## src/rtl/full_subtractor_pkg.sv

```systemverilog
// full_subtractor_pkg: width limit and {bout, diff} reference shared by the subtractor and its checks
package full_subtractor_pkg;

    localparam int WIDTH_MAX = 64;

    function automatic logic [WIDTH_MAX:0] fs_ref(
        input int unsigned            w,
        input logic [WIDTH_MAX-1:0]   a,
        input logic [WIDTH_MAX-1:0]   b,
        input logic                   bin
    );
        logic [WIDTH_MAX-1:0] mask;
        logic [WIDTH_MAX:0]   sub;
        mask = (w >= WIDTH_MAX) ? '1 : (WIDTH_MAX'(1) << w) - WIDTH_MAX'(1);
        sub  = {1'b0, a & mask} - {1'b0, b & mask} - (WIDTH_MAX+1)'(bin);
        return {sub[WIDTH_MAX], sub[WIDTH_MAX-1:0] & mask};
    endfunction

endpackage

```

## src/rtl/full_subtractor_cell.sv

```systemverilog
// full_subtractor_cell: 1-bit borrow cell; FULL_SUBTRACTOR_NOR_ONLY_EN selects a 2-input-NOR-only netlist
module full_subtractor_cell (
    input  logic a,
    input  logic b,
    input  logic bin,
    output logic diff,
    output logic bout
);
`ifdef FULL_SUBTRACTOR_NOR_ONLY_EN
    logic n1, n2, n3, axb_n, axb;
    logic m1, m2, m3, diff_n;
    logic b_n, bin_n, p, q, bo_n;
    nor g0  (n1, a, b);
    nor g1  (n2, a, n1);
    nor g2  (n3, b, n1);
    nor g3  (axb_n, n2, n3);
    nor g4  (axb, axb_n, axb_n);
    nor g5  (m1, axb, bin);
    nor g6  (m2, axb, m1);
    nor g7  (m3, bin, m1);
    nor g8  (diff_n, m2, m3);
    nor g9  (diff, diff_n, diff_n);
    // p = ~a & b, q = ~(a ^ b) & bin, bout = p | q
    nor g10 (b_n, b, b);
    nor g11 (p, a, b_n);
    nor g12 (bin_n, bin, bin);
    nor g13 (q, axb, bin_n);
    nor g14 (bo_n, p, q);
    nor g15 (bout, bo_n, bo_n);
`else
    assign diff = a ^ b ^ bin;
    assign bout = (~a & b) | (~(a ^ b) & bin);
`endif
endmodule

```

## src/rtl/full_subtractor.sv

```systemverilog
// full_subtractor: registered ripple-borrow a - b - bin; cell style set by FULL_SUBTRACTOR_NOR_ONLY_EN
module full_subtractor
    import full_subtractor_pkg::*;
#(
    parameter int WIDTH = 1
) (
    input  logic             clk,
    input  logic             rst,
    input  logic             in_valid,
    input  logic [WIDTH-1:0] a,
    input  logic [WIDTH-1:0] b,
    input  logic             bin,
    output logic [WIDTH-1:0] diff,
    output logic             bout,
    output logic             out_valid
);
    logic [WIDTH:0]   br;
    logic [WIDTH-1:0] diff_c, diff_d, diff_q;
    logic             bout_d, bout_q, out_valid_d, out_valid_q;

    if (WIDTH < 1 || WIDTH > WIDTH_MAX) begin : g_bad_width
        $error("full_subtractor: WIDTH out of range");
    end

    assign br[0] = bin;

    for (genvar i = 0; i < WIDTH; i++) begin : g_cell
        full_subtractor_cell u_cell (
            .a    (a[i]),
            .b    (b[i]),
            .bin  (br[i]),
            .diff (diff_c[i]),
            .bout (br[i+1])
        );
    end

    always_comb begin
        diff_d      = in_valid ? diff_c    : diff_q;
        bout_d      = in_valid ? br[WIDTH] : bout_q;
        out_valid_d = in_valid;
    end

    always_ff @(posedge clk or posedge rst) begin
        if (rst) begin
            diff_q      <= '0;
            bout_q      <= 1'b0;
            out_valid_q <= 1'b0;
        end else begin
            diff_q      <= diff_d;
            bout_q      <= bout_d;
            out_valid_q <= out_valid_d;
        end
    end

    always_ff @(posedge clk) begin
        if (!rst && in_valid)
            assert (fs_ref(WIDTH, WIDTH_MAX'(a), WIDTH_MAX'(b), bin) == {br[WIDTH], WIDTH_MAX'(diff_c)})
            else $error("full_subtractor: ripple chain disagrees with fs_ref");
    end

    assign diff      = diff_q;
    assign bout      = bout_q;
    assign out_valid = out_valid_q;
endmodule

```

## config.mk

```make
export PLATFORM = sky130hd
export DESIGN_NAME = full_subtractor
export DESIGN_NICKNAME = d
export VERILOG_FILES = /design/src/rtl/full_subtractor_pkg.sv /design/src/rtl/full_subtractor_cell.sv /design/src/rtl/full_subtractor.sv
export SDC_FILE = /design/constraint.sdc
export NUM_CORES = 1
export LEC_CHECK = 0
export BUFFER_PORTS_ARGS = -buffer_cell sky130_fd_sc_hd__buf_2
export CORE_AREA = 2 2 39 41
export CTS_CLUSTER_DIAMETER = 80
export DETAILED_ROUTE_END_ITERATION = 7
export DIE_AREA = 0 0 41 43
export GPL_TIMING_DRIVEN = 0
export MAX_ROUTING_LAYER = met4
export PLACE_DENSITY = 0.31
export SLEW_MARGIN = 20
export SYNTH_ARGS = -nofsm -noshare
export SYNTH_HDL_FRONTEND = slang
export SYNTH_SLANG_ARGS = --single-unit
```

## constraint.sdc

```tcl
create_clock -name clk -period 2.5 [get_ports clk]
set_clock_uncertainty 0.15 [all_clocks]
set_input_delay 0.625 -clock clk [delete_from_list [all_inputs] [get_ports clk]]
set_output_delay 0.625 -clock clk [all_outputs]
set_load 0.02 [all_outputs]
```

==> metrics.cfg <==
[status]
status=complete, no violations

[timing]
fin_tns_setup_ns=0
setup_viol=0
final-hold-violation-count=0
rsz0062_at_grt=no
timing.fmax_mhz=646.1
worst_pin_slew_ns=0.1100
fin_crit_sh=0.6191
final_max_slew_viol_count=0
fin_crit_ns=1.548
slew_headroom=0.9266

[worst_setup_path]
max_stage_delay_ns=0.38
crit_arrival_ns=0.77
r2r_slack_ns=1.59
required_ns=1.73
path_buf_inv=1
crit_type=flop to output port
critPathCaptureType=output port
cp_slowest_cell=dfrtp_1
critPathLaunchType=flop
path_cells=buf_2
crit_fanout=2
cp_top_family=flip-flops

[global_route]
antenna_found_initial=0
grtUsageTotal=0.05057
grt_pass1_wl_um=386
overflow=0
grt_max_degree=5
grt_pass1_vias=99

[power]
internal-power_uw=128.1
pwr-share-seq=0.335
p_clk_frac=0.495
p_per_area_mw_per_mm2=795.6
irDropWorstVdd_uv=86.79
p_sw_uw=44.13
leakagePower_nw=0.1153
p_comb_frac=0.170
swShare=0.2562

[synth]
yosys_warnings=0
yosysSeqAreaShare=0.5769
mappedNetlistArea_sq_um=130.1
ys_top_cells_by_area=dfrtp_1, fa_1, mux2_4
ys_types=6
yosys_register_bits=3
syn-num-nets=17
synth_area_per_cell_sq_um=13.01
synth_top_area_frac=0.5769
yosys.area.top_type=dfrtp_1
synthesis.instances=10

[placement]
portBuffers=8
gp_congestion=0.5228

[clock_network]
ctsHoldBuffers=0
tritoncts.num_buffers=3
clk_latency_ns=0.23
post_cts_buffers=0
cts-root-buf=clkbuf_4
clk_path_buf_depth=2
clock-sinks=3
cts_tree=built
cts_htree_levels=1
path_clk_slew_ns=0.04
cts_resized=0

[finish]
layout-drive-gt1-share=0.5455
postLayoutCoreUtil=0.1564
nets=30
syn2layout_area_growth_pct=66.35
antenna_cells=0

[floorplanning]
io_pins=9
dieArea_sq_mm=0.001763
initial_core_util=0.09403
die_h_um=43
num_rows=14
core-area_sq_mm=0.001384
die_x_um=41

[routing]
first_iter_violations=0
dr.pass1.iters=1
drtAntennaViolNets=0
vias=112
totalWireLength_um=279
routedWlPerCell_um=7.342
drcViolationCount=0
post_drt_via_cell_ratio=2.947

[min_path]
holdCritPathClass=primary input to asynchronous set/reset pin

[job]
maxCapViolations=0

[cell families (layout without fill, tap and decap cells)]
family / after synthesis / after routing / share of synthesized area
flip-flops: 3 / 3 / 0.5769
buffers and inverters: 3 / 15 / 0.08653
adder cells (fa/ha/maj): 1 / 1 / 0.1539
AO/OA/AOI/OAI: 1 / 1 / 0.03842
multiplexers: 1 / 1 / 0.1154
AND/OR/NAND/NOR: 1 / 1 / 0.02882
[sequential cells by signal, indices dropped and copies added, names as in the netlist]
signal and count:
diff 1, out_valid 1, bout 1
[final timing paths]
kind,from,endpoint,depth (start not counted)
setup / recovery,diff,diff,1
hold / removal,rst,out_valid,2
setup reg to reg,diff,diff,1
hold reg to reg,bout,bout,2
max in group asynchronous,rst,diff,2
min in group clk,bout,bout,2
[cell usage in the layout, fill, tap and decap left out]
cell	n
mux2_4	1
buf_2	8
clkbuf_4	3
nor2_1	1
dfrtp_1	3
inv_1	3
fa_1	1
clkbuf_1	1
a21oi_1	1
[Yosys cell counts]
cell type  instances
fa_1               1
mux2_4             1
nor2_1             1
inv_1              3
a21oi_1            1
dfrtp_1            3
[power by group through the flow]
stage	Clock, mW	Sequential (mW)	Combinational [mW]
floorplan	0	0.0653	0.00973
detailed placement	0	0.0583	0.0296
finish	0.0852	0.0577	0.0293
global route	0.0966	0.0582	0.0319
global placement	0	0.0578	0.0290
CTS	0.0897	0.0576	0.0296
[layer usage]
| layer | track usage | routed length, um |
|---|---|---|
| met1 | 0.04221 | 108 |
| met2 | 0.02813 | 83 |
| met3 | 0.06283 | 60 |
| met4 | 0.1000 | 27 |
| met5 | - | 0 |
[per-stage QoR]
| stage | power, mW | setup slack, ns | hold WS (ns) | std cells | instance area (sq um) |
|---|---|---|---|---|---|
| finish | 0.1722 | 0.9523 | 0.09643 | 38 | 216.5 |
| global route | 0.1867 | 0.9208 | 0.09003 | 38 | 216.5 |
| CTS | 0.1770 | 0.9432 | 0.09344 | 38 | 216.5 |
| detailed placement | 0.08786 | 0.7624 | 0.3435 | 34 | 190.2 |
| global placement | 0.08684 | 0.7715 | 0.3378 | 34 | 190.2 |
| floorplan | 0.07502 | 0.8831 | 0.2286 | 10 | 130.1 |
[final cells by class]
class | instances | area (sq um)
inverters | 3 | 11.26
flip-flops and latches | 3 | 75.07
clock buffers | 4 | 26.28
fillers | 158 | 1167
well taps | 16 | 20.02
repair buffers | 8 | 40.04
multi-input cells | 4 | 43.79
(Power assumes the default switching activity.)
